$ cat src/rtl/mult_div_unit.sv
// Iterative radix-2 multiply/divide unit holding the architectural HI/LO registers.
// Divider datapath is present only when MDU_DIV_EN is defined; otherwise divide ops are ignored.
module mult_div_unit #(
    parameter int WIDTH = 32
) (
    input  logic             clk,
    input  logic             reset,
    input  logic             start,
    input  logic [1:0]       op,
    input  logic [WIDTH-1:0] ln1,
    input  logic [WIDTH-1:0] ln2,
    input  logic             hi_we,
    input  logic             lo_we,
    input  logic [WIDTH-1:0] wdata,
    output logic             busy,
    output logic             done,
    output logic [WIDTH-1:0] hi,
    output logic [WIDTH-1:0] lo,
    output logic             div_by_zero
);

    localparam int DW = 2 * WIDTH;
    localparam int CW = (WIDTH > 1) ? $clog2(WIDTH) : 1;
    localparam logic [CW-1:0] LAST_STEP = CW'(WIDTH - 1);

    typedef enum logic [1:0] {
        S_IDLE = 2'd0,
        S_RUN  = 2'd1,
        S_FIX  = 2'd2
    } state_t;

    function automatic logic [WIDTH-1:0] neg_w(input logic [WIDTH-1:0] v);
        return ~v + WIDTH'(1);
    endfunction

    function automatic logic [DW-1:0] neg_dw(input logic [DW-1:0] v);
        return ~v + DW'(1);
    endfunction

    state_t           state_q, state_d;
    logic [CW-1:0]    cnt_q, cnt_d;
    logic [DW-1:0]    acc_q, acc_d;
    logic [WIDTH-1:0] opnd_q, opnd_d;
    logic             neg_q, neg_d;
    logic [WIDTH-1:0] hi_q, hi_d;
    logic [WIDTH-1:0] lo_q, lo_d;
    logic             busy_q, busy_d;
    logic             done_q, done_d;

    logic             start_ok;
    logic             a_neg, b_neg;
    logic [WIDTH-1:0] a_mag, b_mag;
    logic [WIDTH:0]   mul_sum;
    logic [DW-1:0]    mul_next;

`ifdef MDU_DIV_EN
    logic             is_div_q, is_div_d;
    logic             rneg_q, rneg_d;
    logic             zdiv_q, zdiv_d;
    logic [WIDTH-1:0] orig_q, orig_d;
    logic             dbz_q, dbz_d;
    logic [WIDTH:0]   div_shift;
    logic [WIDTH:0]   div_diff;
    logic [DW-1:0]    div_next;
`endif

    // Next-state, datapath step and HI/LO update logic.
    always_comb begin
        state_d = state_q;
        cnt_d   = cnt_q;
        acc_d   = acc_q;
        opnd_d  = opnd_q;
        neg_d   = neg_q;
        hi_d    = hi_q;
        lo_d    = lo_q;
        done_d  = 1'b0;
`ifdef MDU_DIV_EN
        is_div_d = is_div_q;
        rneg_d   = rneg_q;
        zdiv_d   = zdiv_q;
        orig_d   = orig_q;
        dbz_d    = dbz_q;
        start_ok = start;
`else
        start_ok = start & ~op[1];
`endif

        a_neg = op[0] & ln1[WIDTH-1];
        b_neg = op[0] & ln2[WIDTH-1];
        a_mag = a_neg ? neg_w(ln1) : ln1;
        b_mag = b_neg ? neg_w(ln2) : ln2;

        // Shift-add: the carry out of the upper half re-enters as the new MSB.
        mul_sum  = {1'b0, acc_q[DW-1:WIDTH]} + {1'b0, (acc_q[0] ? opnd_q : {WIDTH{1'b0}})};
        mul_next = {mul_sum, acc_q[WIDTH-1:1]};

`ifdef MDU_DIV_EN
        div_shift = acc_q[DW-1:WIDTH-1];
        div_diff  = div_shift - {1'b0, opnd_q};
        if (div_diff[WIDTH]) begin
            div_next = {div_shift[WIDTH-1:0], acc_q[WIDTH-2:0], 1'b0};
        end else begin
            div_next = {div_diff[WIDTH-1:0], acc_q[WIDTH-2:0], 1'b1};
        end
`endif

        case (state_q)
            S_IDLE: begin
                if (start_ok) begin
                    state_d = S_RUN;
                    cnt_d   = {CW{1'b0}};
                    neg_d   = a_neg ^ b_neg;
                    acc_d   = {{WIDTH{1'b0}}, b_mag};
                    opnd_d  = a_mag;
`ifdef MDU_DIV_EN
                    is_div_d = op[1];
                    rneg_d   = a_neg;
                    zdiv_d   = (ln2 == {WIDTH{1'b0}});
                    orig_d   = ln1;
                    if (op[1]) begin
                        acc_d  = {{WIDTH{1'b0}}, a_mag};
                        opnd_d = b_mag;
                    end else begin
                        acc_d  = {{WIDTH{1'b0}}, b_mag};
                        opnd_d = a_mag;
                    end
`endif
                end else begin
                    if (hi_we) begin
                        hi_d = wdata;
                    end else begin
                        hi_d = hi_q;
                    end
                    if (lo_we) begin
                        lo_d = wdata;
                    end else begin
                        lo_d = lo_q;
                    end
                end
            end
            S_RUN: begin
                acc_d = mul_next;
`ifdef MDU_DIV_EN
                if (is_div_q) begin
                    acc_d = div_next;
                end else begin
                    acc_d = mul_next;
                end
`endif
                if (cnt_q == LAST_STEP) begin
                    state_d = S_FIX;
                    cnt_d   = {CW{1'b0}};
                end else begin
                    cnt_d = cnt_q + CW'(1);
                end
            end
            S_FIX: begin
                // First FIX cycle folds the sign correction into acc; the second commits it.
                if (cnt_q == {CW{1'b0}}) begin
                    cnt_d = CW'(1);
                    acc_d = neg_q ? neg_dw(acc_q) : acc_q;
`ifdef MDU_DIV_EN
                    if (is_div_q) begin
                        if (zdiv_q) begin
                            acc_d = {orig_q, {WIDTH{1'b1}}};
                        end else begin
                            acc_d = {(rneg_q ? neg_w(acc_q[DW-1:WIDTH]) : acc_q[DW-1:WIDTH]),
                                     (neg_q ? neg_w(acc_q[WIDTH-1:0]) : acc_q[WIDTH-1:0])};
                        end
                    end else begin
                        acc_d = neg_q ? neg_dw(acc_q) : acc_q;
                    end
`endif
                end else begin
                    state_d = S_IDLE;
                    cnt_d   = {CW{1'b0}};
                    hi_d    = acc_q[DW-1:WIDTH];
                    lo_d    = acc_q[WIDTH-1:0];
                    done_d  = 1'b1;
`ifdef MDU_DIV_EN
                    if (is_div_q) begin
                        dbz_d = zdiv_q;
                    end else begin
                        dbz_d = dbz_q;
                    end
`endif
                end
            end
            default: begin
                state_d = S_IDLE;
            end
        endcase

        busy_d = (state_d != S_IDLE);
    end

    // State and datapath registers with synchronous reset.
    always_ff @(posedge clk) begin
        if (reset) begin
            state_q  <= S_IDLE;
            cnt_q    <= {CW{1'b0}};
            acc_q    <= {DW{1'b0}};
            opnd_q   <= {WIDTH{1'b0}};
            neg_q    <= 1'b0;
            hi_q     <= {WIDTH{1'b0}};
            lo_q     <= {WIDTH{1'b0}};
            busy_q   <= 1'b0;
            done_q   <= 1'b0;
`ifdef MDU_DIV_EN
            is_div_q <= 1'b0;
            rneg_q   <= 1'b0;
            zdiv_q   <= 1'b0;
            orig_q   <= {WIDTH{1'b0}};
            dbz_q    <= 1'b0;
`endif
        end else begin
            state_q  <= state_d;
            cnt_q    <= cnt_d;
            acc_q    <= acc_d;
            opnd_q   <= opnd_d;
            neg_q    <= neg_d;
            hi_q     <= hi_d;
            lo_q     <= lo_d;
            busy_q   <= busy_d;
            done_q   <= done_d;
`ifdef MDU_DIV_EN
            is_div_q <= is_div_d;
            rneg_q   <= rneg_d;
            zdiv_q   <= zdiv_d;
            orig_q   <= orig_d;
            dbz_q    <= dbz_d;
`endif
        end
    end

    assign busy = busy_q;
    assign done = done_q;
    assign hi   = hi_q;
    assign lo   = lo_q;
`ifdef MDU_DIV_EN
    assign div_by_zero = dbz_q;
`else
    assign div_by_zero = 1'b0;
`endif

endmodule

$ cat config.mk
export PLATFORM = sky130hd
export DESIGN_NAME = mult_div_unit
export DESIGN_NICKNAME = d
export VERILOG_FILES = /design/src/rtl/mult_div_unit.sv
export SDC_FILE = /design/constraint.sdc
export NUM_CORES = 1
export LEC_CHECK = 0
export ABC_AREA = 1
export CAP_MARGIN = 20
export CORE_ASPECT_RATIO = 1.5
export CORE_MARGIN = 2
export CORE_UTILIZATION = 45
export DETAILED_ROUTE_END_ITERATION = 10
export GPL_ROUTABILITY_DRIVEN = 1
export MAX_ROUTING_LAYER = met4
export PLACE_DENSITY = 0.79
export REMOVE_ABC_BUFFERS = 1
export SLEW_MARGIN = 5
export SYNTH_ARGS = -nofsm -noshare
export SYNTH_HDL_FRONTEND = slang
export SYNTH_SLANG_ARGS = --single-unit
$ cat constraint.sdc
create_clock -name clk -period 2.85 [get_ports clk]
set_input_delay 0.855 -clock clk [delete_from_list [all_inputs] [get_ports clk]]
set_output_delay 0.855 -clock clk [all_outputs]
set_load 0.03 [all_outputs]
# After elaboration in Yosys (flattened, before gate mapping)
# Cells that the tools add are included.
# word_totals
inputBits	103
reg_bits	170
wordCells	68
# op_classes
eq_ne	10
mux	24
n_reduce_logical	11
bitwise_logic	9
add_sub_neg	5
# op_table
cell	n
2-to-1 mux 32 bit	9
2-to-1 mux 64 bit	3
case mux 64 bit (3 select lines)	1
case mux 32 bit (2 select lines)	2
adder 32 x 1 -> 32 bit, second input constant	2
adder 64 x 1 -> 64 bit, second input constant	1
NOT 32 bit	2
NOT 64 bit	1
adder 32 x 32 -> 33 bit	1
case mux 5 bit (3 select lines)	1
inequality test 2 bit, second input constant	7
AND reduction 4 bit	3
2-to-1 mux 5 bit	2
2-to-1 mux 2 bit	3
case mux 2 bit (3 select lines)	1
adder 5 x 1 -> 5 bit, second input constant	1
== test 5 bit, second input constant	1
logical NOT 5 bit	1
AND reduction 2 bit	2
nonzero test 2 bit	2
bitwise AND 1 bit	3
nonzero test 3 bit	1
== test 2 x 1 -> 1 bit, second input constant	1
== test 2 bit, second input constant	1
other kinds (5)	7

# Depth between registers and ports, before layout
# Gate-level depths: netlist (run 1).
# logic_depth
ltp_word	5
mapped_depth	19
ltp_nobuf	17

# Least setup slack after synthesis (run 1)
# No wires, ideal clock.
# synth_timing
path_type	reg-to-reg
startpoint	reg acc_q[0]
endpoint	reg acc_q[55]
required_time_ns	2.780
path_stages_with_launch	20
setup_time_ns	0.070
path_slack_ns	0.522
path_buffers	2
t_arrival_ns	2.257
path_cell_list	dfxtp_1 buf_2 clkbuf_1 nand2_1 inv_1 ha_1 fa_1 nand3_1 nand3_1 nand2_1 nand2_1 nand2_1 nand2_1 nand2_1 nand2_1 nand2_1 nand3_1 nand2_1 nand2_1 a21oi_1
# synth_via
elab_chain_len	5
word_cells_on_any_way	7
cone_classes	add/sub: 2; mux: 4; bitwise: 1
# synth_lines
element	line_no	rtl
start: declaration	42	logic [DW-1:0] acc_q, acc_d;
start signal: assignment	202	acc_q <= {DW{1'b0}};
NOT 64 bit	37	return ~v + DW'(1);
adder 64 x 1 -> 64 bit	37	
2-to-1 mux 64 bit	161	acc_d = neg_q ? neg_dw(acc_q) : acc_q;
2-to-1 mux 64 bit	159	if (cnt_q == {CW{1'b0}}) begin
case mux 64 bit (3 select lines) (*)	107	case (state_q)
# Mark *: on every way between the ends. The rest lies on a longest branch, timed or not. The select of a mux whose other input is x is not followed.
# A chain may end at the register's enable or synchronous reset.

# Final worst setup path (run 1)
# layout_timing
startpoint	reg acc_q[0]
endpoint	reg acc_q[59]
# Same word-level chain as after synthesis.

==> results.yml, run 1 <==
cts:
  cts.path.max_buffers: 2
  cts-buffers-inserted: 17
  htree_levels: 4
  post_cts_buffers: 0
  cts_tree: "yes"
  insertion_delay_ps: 480
  cts-root-buf: "clkbuf_16"
  cts-resized-gates: 0
  cts_sinks: 170
  clk_pin_slew_ps: 70
  postCtsHoldBufs: 0
final_layout:
  drive_gt1_frac: 0.0692
  nets: 2650
  layout_commonest_cell: "nand2_1"
  layout_common_cells: "nand2_1 (680), inv_1 (299), nor2_1 (220), nand3_1 (182), dfxtp_1 (169)"
  area_growth_syn_to_layout_pct: 21.6
  diodes: 0
synthesis:
  yosys-top-cells-area: "dfxtp_1 (25%), nand2_1 (19%), inv_1 (8.2%)"
  synthCells: 2352
  synth_top_area_frac: 0.247
  synth_compound_area_frac: 0.186
  ys.flop_type: "dfxtp_1"
  synth-seq-area-share: 0.247
  syn-cell-area_um2: 13800
  synth_mux_area_frac: 0
  ys_ff_latch: 170
  synth_edf_count: 0
  post-synth-top-area-cell: "dfxtp_1"
  postSynth.asyncResetShare: 0
  ys_warn_count: 0
  synth.avg_cell_area_um2: 5.86
  ys_types: 53
  synth-xor-area-share: 0.0216
  synth_top_family_by_area: "simple AND/OR/NAND/NOR gates"
  synthAdderAreaFrac: 0.0405
  synth_simple_gate_area_frac: 0.391
timing:
  min_period_over_period: 0.919
  setup_tns_ps: 0
  fmax_mhz: 382
  finalMaxSlewViolations: 0
  min_period_ps: 2620
  hold_viol_final: 0
  setup_viol: 0
  max_slew.worst_pin.slew_ps: 602
  whs_ps: 470
  relSlewSlack: 0.599
  clock_skew_ps: 15.0
  rsz0062_at_grt: "false"
detailed_routing:
  drtAntennaViolNets: 0
  drc: 0
  routedWlPerCell_um: 17.4
  via_per_inst: 5.53
  via_count: 16126
  first_pass_iters: 8
  routed_wl_um: 50600
  drt-initial-drc-count: 1424
critical_path:
  cp_max_fo: 31
  cp_slowest_stage_delay_ps: 380
  cp.arrival_ps: 2950
  startpoint_type: "register"
  cp_common_cell: "nand2_1"
  endpoint_kind: "register"
  cp_slowest_cell: "dfxtp_2"
  criticalPathCategory: "register to register"
  cp.required_ps: 3180
  crit_buf_inv: 3
  crit_chain: "buf_12, nand2_1, inv_1, ha_1, nand2_1, nor2_1, inv_1, nor2_1, and2_1, nand2_1, nand2_1, nand2_1, nand3_1, nand2_1, nand2_1, a21oi_1"
  critPathTopFamily: "simple AND/OR/NAND/NOR gates"
outcome:
  outcome: "completed"
placed_design:
  post-dp-hpwl_um: 39500
  port_buffers: 168
  gp_congestion: 0.967
floorplanning:
  num_rows: 78
  dieHeight_um: 218
  ios: 170
  start_util: 0.457
  dieArea_um2: 32100
  core_area_um2: 30200
  die_w_um: 147
global_routing:
  gr-total-overflow: 0
  grt_pass1_wl_um: 78500
  grt_max_degree: 113
  grt_use_total: 0.319
  grt_pass1_vias: 15268
  antenna_found_initial: 0
run:
  maxCapViolCount: 0
power_and_ir_drop:
  p_per_area_nw_per_um2: 426
  ir_drop_v: 0.000429
  combPwrFrac: 0.272
  p_leak_nw: 7.78
  power_frac_seq: 0.379
  p_sw_mw: 2.51
  p_clk_frac: 0.349
  internal_power_mw: 4.63
  swShare: 0.352
hold_path:
  min_path_type: "register to register"
[through the flow]
stage,area [µm²],cells,total power [mW],util,worst slack [ps]
6_report,16800,2916,7.14,0.556,232
5_1_grt,16800,2916,7.41,0.556,88.2
4_1_cts,16700,2916,7.12,0.555,58.1
3_5_place_dp,16100,2884,4.66,0.535,-51.0
3_3_place_gp,16100,2884,4.63,0.535,-34.5
2_1_floorplan,13400,2261,3.84,-,-2670
[area by class of cell]
type / instances / area, µm²
fillers: 3036 / 13400
multi-input cells: 1773 / 8830
flip-flops and latches: 170 / 3400
repair buffers: 223 / 2210
inverters: 318 / 1190
well taps: 400 / 500
clock buffers: 21 / 470
clock inverters: 11 / 138
[worst register-to-register path, cell delays in order, from the launching register on]
cell and delay (ps):
dfxtp_2 380, buf_12 180, nand2_1 90, inv_1 40
ha_1 360, nand2_1 150, nor2_1 140, inv_1 80
nor2_1 350, and2_1 190, nand2_1 140, nand2_1 110
nand2_1 50, nand3_1 70, nand2_1 60, nand2_1 50
a21oi_1 50
[Yosys cell counts, drive strengths merged, types with 2 or more instances]
cell type,number
nor3,31
xnor2,9
nand3b,16
inv,313
and2,3
buf,31
nand3,189
o211ai,17
a211oi,3
ha,43
dfxtp,170
nor2,259
nand2,691
a31oi,71
a22oi,3
o31ai,2
or2,6
a21o,2
o22ai,5
a221oi,2
o21ai,187
o21bai,10
a21oi,146
o221ai,8
clkbuf,60
clkinv,5
nand4,37
o21a,3
xor2,25
[sequential cells by signal, indices dropped and copies added (netlist names)]
signal,count
state_q,2
lo,32
done,1
hi,32
opnd_q,32
neg_q,1
busy,1
acc_q,64
cnt_q,5
[layer usage]
layer / up-vias / routed length, µm / track usage
li1: 7982 / - / -
met1: 7338 / 18800 / 0.328
met2: 621 / 25700 / 0.571
met3: 185 / 2570 / 0.0413
met4: 0 / 3510 / 0.206
met5: - / 0 / -
[cell families (layout without fill, tap and decap cells)]
| logic type | Yosys count | after routing |
|---|---|---|
| xor+xnor | 34 | 34 |
| other cells | 1 | 1 |
| simple gates | 1233 | 1233 |
| buf+inv | 409 | 573 |
| fa+ha+maj | 44 | 44 |
| flops | 170 | 170 |
| compound gates | 461 | 461 |
[final timing paths]
kind | slack [ps] | cells after the start | from | to
worst max register to register | 230 | 16 | acc_q[0] | acc_q[59]
worst max-delay path | 230 | 16 | acc_q[0] | acc_q[59]
worst min register to register | 470 | 2 | opnd_q[31] | opnd_q[31]
worst min-delay path | 470 | 2 | opnd_q[31] | opnd_q[31]
[power by group through the flow]
stage / Combinational, mW / Sequential [mW] / Clock [mW]
2_1_floorplan: 0.955 / 2.88 / 0
3_3_place_gp: 1.88 / 2.74 / 0
3_5_place_dp: 1.91 / 2.75 / 0
4_1_cts: 1.92 / 2.70 / 2.50
5_1_grt: 2.09 / 2.72 / 2.59
6_report: 1.94 / 2.70 / 2.49
Power figures use the tool's default switching activity.
==> run 2, diff against run 1 <==
- DONT_BUFFER_PORTS: unset -> 1
- PLACE_DENSITY: 0.79 -> 0.72
==> run 2 against run 1 <==
Clock power about the same; count of clock-buffer cells in the layout down 4; fmax up 2.7%; non-clock buffer count down 185; global-route usage down 0.67 points; register-to-register slack better by 70 ps; sequential cell count unchanged; sequential share of layout area up 2.6 points; clock skew down 0.83 ps; routed wire length down 2.7%.
==> results.yml, run 2 (synthesis results as in run 1) <==
power_and_ir_drop:
  ir_drop_v: 0.000381
  p_leak_nw: 7.06
  p_per_area_nw_per_um2: 453
detailed_routing:
  via_count: 15295
  drt-initial-drc-count: 1268
  routed_wl_um: 49200
  drtAntennaViolNets: 0
  via_per_inst: 5.60
  first_pass_iters: 8
  drc: 0
  routedWlPerCell_um: 18.0
floorplanning:
  die_w_um: 147
  ios: 170
  num_rows: 78
  start_util: 0.457
  dieArea_um2: 32100
  core_area_um2: 30200
  dieHeight_um: 218
critical_path:
  r2r_slack_ps: 300
  startpoint_type: "register"
  cp_max_fo: 40
  cp.arrival_ps: 2950
  endpoint_kind: "register"
  criticalPathCategory: "register to register"
  cp.required_ps: 3250
placed_design:
  post_dp_cell_area_um2: 14300
  post-dp-hpwl_um: 38800
  gp_congestion: 1.02
  port_buffers: 0
timing:
  min_period_over_period: 0.895
  rsz0062_at_grt: "false"
  fmax_mhz: 392
  max_slew.worst_pin.slew_ps: 663
  relSlewSlack: 0.555
  setup_viol: 0
  hold_viol_final: 0
  clock_skew_ps: 14.2
  min_period_ps: 2550
  finalMaxSlewViolations: 0
final_layout:
  top_register: "acc_q"
  largest_reg_flops: 64
  area_growth_syn_to_layout_pct: 7.93
  drive_gt1_frac: 0.0669
  regArea_um2: 3400
  layout_common_cells: "nand2_1 (680), inv_1 (298), nor2_1 (219), nand3_1 (183), dfxtp_1 (170)"
  fin_util: 0.493
  layout_commonest_cell: "nand2_1"
  finish.instance_area_um2: 14900
  multiInputGateArea_um2: 8830
  nets: 2465
  nFillCells: 3232
  diodes: 0
cts:
  cts.path.max_buffers: 2
  cts-buffers-inserted: 17
  post_cts_buffers: 0
  htree_levels: 4
  cts_tree: "yes"
  insertion_delay_ps: 470
  cts_sinks: 170
  clk_pin_slew_ps: 80
  cts-root-buf: "clkbuf_16"
global_routing:
  grt_use_total: 0.312
  grt_max_degree: 101
  grt_pass1_wl_um: 76900
  antenna_found_initial: 0
  gr-total-overflow: 0
  grt_pass1_vias: 14556
hold_path:
  min_path_type: "input pin to register"
run:
  maxCapViolCount: 0
outcome:
  outcome: "completed"
[run 2: cell types whose count changed in the layout (fill, tap and decap cells not counted), moves of 2 or more]
| cell | delta |
|---|---|
| buf_4 | -12 |
| clkdlybuf4s50_1 | -167 |
| clkbuf_8 | -3 |
| inv_8 | +2 |
| clkinv_4 | -4 |
| clkinvlp_4 | -2 |
| buf_12 | -5 |
| clkinv_2 | +2 |
| inv_6 | +6 |
[run 2: worst max-delay path, cell delays in order (launching register included)]
cell,delay [ps]
dfxtp_1,360
inv_1,130
ha_4,260
clkinv_1,440
o21ai_0,300
nand2_1,80
inv_2,310
buf_12,250
o21ai_0,110
a31oi_1,180
[run 2: layout make-up]
type / instances / area share
clock inverters: 15 / 0.0116
inverters: 318 / 0.0803
multi-input cells: 1773 / 0.594
well taps: 400 / 0.0337
repair buffers: 38 / 0.0234
clock buffers: 17 / 0.0286
flip-flops and latches: 170 / 0.229
[run 2: final timing paths]
path | depth (start not counted) | startpoint | endpoint
max | 9 | state_q[0] | lo[6]
min | 1 | reset | acc_q[55]
max reg2reg | 9 | state_q[0] | lo[6]
min reg2reg | 2 | opnd_q[31] | opnd_q[31]
[run 2: what timing repair did]
action                                  CTS  global route
endpoints found under the hold margin     0             0
endpoints found under the setup margin    0             1
hold buffers                              0             0
resized for setup                         0             1
[run 2: power breakdown]
group / internal (mW) / switching (mW)
Combinational: 0.418 / 0.962
Clock: 1.32 / 1.16
Sequential: 2.55 / 0.323
[run 2: layer usage]
layer / track usage / vias to the layer above / part of all wire
li1: - / 7613 / -
met1: 0.334 / 6947 / 0.38
met2: 0.556 / 590 / 0.51
met3: 0.0455 / 145 / 0.058
met4: 0.168 / 0 / 0.055
met5: - / - / 0
[run 2: per-stage QoR]
stage / power (mW) / TNS (ps) / setup slack (ps) / cells / hold slack, ps
after floorplan: 3.84 / -320880 / -2670 / 2261 / 439
after global placement: 4.26 / 0 / 183 / 2699 / 450
after detailed placement: 4.28 / 0 / 153 / 2699 / 460
after CTS: 6.74 / 0 / 119 / 2731 / 448
after global routing: 7.00 / 0 / 24.6 / 2731 / 454
final: 6.73 / 0 / 300 / 2731 / 467
